<file path="src/rtl/grostl_pkg.sv">
// Shared types, MixBytes constants and GF(2^8) helpers for the Grostl datapath.
package grostl_pkg;

   typedef logic [7:0] byte_t;
   typedef byte_t [0:7] col_t;

   typedef enum logic [1:0] {
      ST_IDLE,
      ST_BUSY,
      ST_DONE
   } mb_state_t;

   localparam int unsigned MB_COEF [0:7] = '{2, 2, 3, 4, 5, 3, 5, 7};
   localparam byte_t       GF_POLY       = 8'h1B;

   function automatic byte_t xtime(input byte_t x);
      return {x[6:0], 1'b0} ^ (x[7] ? GF_POLY : 8'h00);
   endfunction

   // Only the small coefficients of the circulant are needed, so build them from doublings.
   function automatic byte_t gf_mul_small(input byte_t x, input int unsigned coef);
      byte_t x2;
      byte_t x4;
      byte_t res;
      x2 = xtime(x);
      x4 = xtime(x2);
      case (coef)
         2:       res = x2;
         3:       res = x2 ^ x;
         4:       res = x4;
         5:       res = x4 ^ x;
         6:       res = x4 ^ x2;
         7:       res = x4 ^ x2 ^ x;
         default: res = x;
      endcase
      return res;
   endfunction

endpackage

</file>
<file path="src/rtl/grostl_mix_column.sv">
// Combinational MixBytes of one 8-byte column with circ(02,02,03,04,05,03,05,07).
module grostl_mix_column
   import grostl_pkg::*;
(
   input  col_t din,
   output col_t dout
);

   always_comb begin
      byte_t acc;
      dout = '0;
      for (int unsigned i = 0; i < 8; i++) begin
         acc = '0;
         for (int unsigned j = 0; j < 8; j++) begin
            acc = acc ^ gf_mul_small(din[j], MB_COEF[(j + 8 - i) % 8]);
         end
         dout[i] = acc;
      end
   end

endmodule

</file>
<file path="src/rtl/grostl_mix_bytes_seq.sv">
// Sequential MixBytes over a full Grostl state, LANES columns per cycle, in place.
module grostl_mix_bytes_seq
   import grostl_pkg::*;
#(
   parameter int unsigned NCOLS = 8,
   parameter int unsigned LANES = 1
) (
   input  logic                  clk,
   input  logic                  rst,
   input  logic                  in_valid,
   output logic                  in_ready,
   input  logic [NCOLS*64-1:0]   din,
   output logic                  out_valid,
   input  logic                  out_ready,
   output logic [NCOLS*64-1:0]   dout
);

   if (!(NCOLS == 8 || NCOLS == 16)) begin : g_bad_ncols
      $error("grostl_mix_bytes_seq: NCOLS must be 8 or 16");
   end
   if (LANES == 0 || (NCOLS % LANES) != 0) begin : g_bad_lanes
      $error("grostl_mix_bytes_seq: LANES must divide NCOLS");
   end

   localparam int unsigned     CW   = $clog2(NCOLS);
   localparam logic [CW-1:0]   STEP = CW'(LANES);
   localparam logic [CW-1:0]   LAST = CW'(NCOLS - LANES);

   typedef col_t [0:NCOLS-1] state_t;

   mb_state_t     state;
   mb_state_t     state_nx;
   state_t        st;
   logic [CW-1:0] cnt;
   logic          accept;
   logic          last_grp;
   col_t          lane_in  [LANES];
   col_t          lane_out [LANES];

   assign accept   = in_valid && in_ready;
   assign last_grp = (cnt == LAST);
   assign dout     = st;

   for (genvar l = 0; l < LANES; l++) begin : g_lane
      localparam logic [CW-1:0] OFF = CW'(l);
      assign lane_in[l] = st[cnt + OFF];
      grostl_mix_column u_mix (
         .din  (lane_in[l]),
         .dout (lane_out[l])
      );
   end

   always_ff @(posedge clk) begin
      if (rst) begin
         state <= ST_IDLE;
      end else begin
         state <= state_nx;
      end
   end

   always_comb begin
      state_nx = state;
      case (state)
         ST_IDLE: if (in_valid) state_nx = ST_BUSY;
         ST_BUSY: if (last_grp) state_nx = ST_DONE;
         ST_DONE: if (out_ready) state_nx = in_valid ? ST_BUSY : ST_IDLE;
         default: state_nx = ST_IDLE;
      endcase
   end

   always_comb begin
      in_ready  = 1'b0;
      out_valid = 1'b0;
      case (state)
         ST_IDLE: in_ready = 1'b1;
         ST_DONE: begin
            out_valid = 1'b1;
            in_ready  = out_ready;
         end
         default: ;
      endcase
   end

   // Accepting a state always wins; BUSY write-back only happens when nothing is accepted.
   always_ff @(posedge clk) begin
      if (rst) begin
         st  <= '0;
         cnt <= '0;
      end else if (accept) begin
         st  <= state_t'(din);
         cnt <= '0;
      end else if (state == ST_BUSY) begin
         for (int unsigned l = 0; l < LANES; l++) begin
            st[cnt + CW'(l)] <= lane_out[l];
         end
         cnt <= last_grp ? '0 : cnt + STEP;
      end
   end

endmodule

</file>
<file path="config.mk">
export PLATFORM = sky130hd
export DESIGN_NAME = grostl_mix_bytes_seq
export DESIGN_NICKNAME = d
export VERILOG_FILES = /design/src/rtl/grostl_pkg.sv /design/src/rtl/grostl_mix_column.sv /design/src/rtl/grostl_mix_bytes_seq.sv
export SDC_FILE = /design/constraint.sdc
export NUM_CORES = 2
export LEC_CHECK = 0
export CELL_PAD_IN_SITES_DETAIL_PLACEMENT = 0
export CELL_PAD_IN_SITES_GLOBAL_PLACEMENT = 1
export CORE_AREA = 4 4 401 403
export CTS_BUF_LIST = sky130_fd_sc_hd__clkbuf_8 sky130_fd_sc_hd__clkbuf_16
export CTS_CLUSTER_DIAMETER = 150
export CTS_CLUSTER_SIZE = 16
export DETAILED_ROUTE_END_ITERATION = 8
export DIE_AREA = 0 0 405 407
export GPL_TIMING_DRIVEN = 0
export PLACE_DENSITY_LB_ADDON = 0.1
export SETUP_SLACK_MARGIN = 0.2
export SYNTH_ARGS = -nofsm -noshare
export SYNTH_HDL_FRONTEND = slang
export SYNTH_SLANG_ARGS = --single-unit
</file>
<file path="constraint.sdc">
create_clock -name clk -period 3.1 [get_ports clk]
set_input_delay 0.31 -clock clk [delete_from_list [all_inputs] [get_ports clk]]
set_output_delay 0.31 -clock clk [all_outputs]
set_load 0.02 [all_outputs]
</file>
==> summary.md <==
| Metric | Value |
|---|---|
| Die Span X | `just over 400 µm` |
| Met3 Usage GRT | `0.08531` |
| Crit Path Max Fanout | `8` |
| CTS tree | `built` |
| Via count | `around 37k` |
| Clk sinks | `517` |
| Synth Cell Area | `around 30000 µm²` |
| First-pass GRT wire length | `381600 µm` |
| HPWL after DPL | `about 230000 µm` |
| Die Y | `407 µm` |
| Syn_area_per_cell | `about 9.5 µm²` |
| M1 GR Usage | `0.4258` |
| Seq/Total Area, Yosys | `0.3417` |
| Worst hold path type | `in -> reg` |
| GRT Overall Usage | `0.3521` |
| Grt total ovfl | `0` |
| XOR/XNOR Fraction of Synth Area | `0.1897` |
| Static Leak | `~20 nW` |
| Crit Path Category | `reg -> reg` |
| H-tree Lvls | `2` |
| RSZ-0062 raised after global routing | `true` |
| Tmin final | `4114 ps` |
| Total die area | `around 160000 µm²` |
| Worst setup slack after layout | `-1014 ps` |
| Worst vdd ir | `2014 µV` |
| Number of global-route vias before repair | `roughly 36k` |
| Main combinational cell family by area after synthesis | `compound AO/OA/AOI/OAI gates` |
| Clock Skew | `~55 ps` |
| PortBufs | `around 1.0k` |
| Clk_lat worst skew | `670 ps` |
| Net Count, Synth | `roughly 3.7k` |
| Final hold vios | `0` |
| Synth Area in Compound Gates | `0.2587` |
| Core Area | `about 160000 µm²` |
| Cell taking the most area after synthesis | `dfxtp_1` |
| Synth Area in Adders | `0.0008262` |
| Final #Nets | `about 5.2k` |
| Failing checks | `setup timing` |
| Yosys warnings | `0` |
| Crit path required time | `3570 ps` |
| Mux contribution to synthesized area | `0.08609` |
| Post-Synth Simple-Gate Area | `0.07547` |
| Layout cell share with drive strength beyond 1 | `0.3051` |
| Prevailing post-synth register cell | `dfxtp_1` |
| ANT nets after route | `0` |
| WL/cell | `around 44 µm` |
| Setup crit end kind | `flop` |
| Syn-to-layout area delta | `86.95%` |
| Drt pass-1 iters | `7` |
| Final Instance Area | `56620 µm²` |
| Area contributors post-synth | `dfxtp_1 (34%), a22oi_1 (13%), xnor2_1 (8.2%), a21oi_1 (7.1%), nand2_1 (5.1%)` |
| Slew HR | `0.01279` |
| GP Congestion | `just under 1` |
| DRT iter0 DRCs | `just under 4k` |
| Number of max-cap violations | `0` |
| Syn Inst Count | `about 3.2k` |
| Final Setup Violations | `roughly 500` |
| Row count | `146` |
| Inserted Clock Buffers | `38` |
| Post-synth top area share | `0.3417` |
| Most frequent cells in the layout | `clkdlybuf4s50_1 (1029), a22oi_1 (516), dfxtp_1 (514), a21oi_1 (335), nand2_1 (315)` |
| Max Root-Sink Buffers | `3` |
| DRC | `0` |
| Tcrit/Tclk final | `1.327` |
| Met2 Use GR | `0.5815` |
| Global routing's busiest layer | `met2` |
| Largest net degree at the start of global routing | `17` |
| Fmax | `~0.24 GHz` |
| Post-synth EDFFs | `0` |
| Design Power | `a little over 0.1 W` |
| Worst EP arrival | `between 4000 and 5000 ps` |
| Critical Path Source Type | `flop` |
| Initial antenna violation count | `slightly above 60` |
| Max-slew violations | `0` |
| R2R Setup Slk | `-1010 ps` |
| Run status | `finished, violations left` |
| Yosys reg bits | `slightly above 500` |
| Clock-pin slew on the worst setup and hold paths | `90 ps` |
| Post-Route WL | `~300000 µm` |
| Drt via density | `5.383` |
| Initial core utilization | `0.1924` |
| Tightest Pin Transition | `between 1000 and 1500 ps` |
| Synth cell types | `80` |
| Total I/O pin count | `~1.0k` |
| Placed Area | `roughly 45000 µm²` |
| Commonest non-fill, non-tap cell in the layout | `clkdlybuf4s50_1` |
| Clk root buf | `clkbuf_16` |
| Post-CTS Hold Buffers | `0` |
| FFs w/ async S/R, synth | `0` |
| PwrDens | `~1800 nW/µm²` |
-- final cells by class --
type / instances / area, µm²
Inverter: 10 / 56.30
Sequential cell: 517 / 10360
Timing Repair Buffer: 1515 / 16310
Buffer: 288 / 2357
Fill cell: 16000 / 100800
Multi-Input combinational cell: 2361 / 23780
Antenna cell: 31 / 77.57
Clock buffer: 40 / 989.7
Clock inverter: 5 / 92.59
Tap cell: 2072 / 2592
-- worst max-delay path: stages (launching register included) --
cell      delay, ps
dfxtp_4         380
buf_12          130
buf_12          130
buf_16          180
mux2_4          320
a221o_1         310
a222oi_1        690
buf_4           250
xnor3_2         260
xnor3_1         240
xnor2_2         210
xnor3_4         600
nand2_2         140
a21oi_2          60
-- timing repair --
item,4_1_cts,5_1_grt
resized for setup,790,200
endpoints found under the setup margin,515,515
cloned,7,0
pin swaps,300,112
buffers inserted,403,59
-- kinds of logic (layout without fill, tap and decap cells) --
family / Yosys count / in the layout
compound gates: 1166 / 1166
simple gates: 532 / 532
flops: 517 / 517
xor+xnor: 496 / 496
buf+inv: 298 / 1858
mux: 165 / 165
fa+ha+maj: 2 / 2
other cells: 0 / 31
-- cells in the mapped netlist, drive strengths merged (2+ instances only) --
cell	number
and2	5
o221a	2
buf	75
dfxtp	517
a2111oi	9
mux2i	68
or3b	10
mux2	35
o2bb2ai	2
and3b	2
nor3b	4
a21boi	4
a222oi	3
nand2b	12
a21oi	432
ha	2
o22a	2
nor2	36
a22o	4
mux4	62
nor2b	5
xor2	96
o21ai	5
clkbuf	213
and3	2
a22oi	521
nand3b	19
xnor2	325
nand3	10
or3	4
nor3	11
o22ai	121
a221oi	13
xor3	5
o221ai	4
nand2	409
xnor3	70
inv	10
a221o	27
a211oi	9
-- power breakdown --
part	leakage (nW)	switching, W	internal, W
Combinational	15.4	0.0494	0.0406
Sequential	4.25	0.00104	0.00741
Clock	0.536	0.00304	0.00246
-- sequential cells by signal, indices dropped and copies added, names as in the netlist --
name	cells
cnt	3
state	2
dout	512
-- per-stage QoR --
stage / setup WS [ps] / setup TNS (ps) / utilization / hold WS (ps) / std cells
after floorplan: -59.54 / -2016 / - / 508.9 / 3176
after global placement: -4585 / -1667660 / 0.2811 / 542.2 / 6277
after detailed placement: -2722 / -1062420 / 0.2836 / 556.1 / 6294
after CTS: -875.4 / -328010 / 0.3507 / 283.5 / 6749
after global routing: -1006 / -412710 / 0.3595 / 323.1 / 6831
final: -1014 / -392820 / 0.3596 / 318.0 / 6839
-- path summary, 6_finish.rpt --
| path | from | to | depth (start not counted) |
|---|---|---|---|
| setup / recovery | cnt[1] | dout[20] | 13 |
| hold / removal | din[430] | dout[430] | 3 |
| hold reg to reg | dout[305] | dout[305] | 2 |
| setup reg to reg | cnt[1] | dout[20] | 13 |
-- layer usage --
metal | vias to the layer above | share of wire
li1 | 14890 | -
met1 | 19120 | 0.38
met2 | 2214 | 0.47
met3 | 554 | 0.086
met4 | 36 | 0.062
met5 | - | 0.00081
Power figures use the tool's default switching activity.
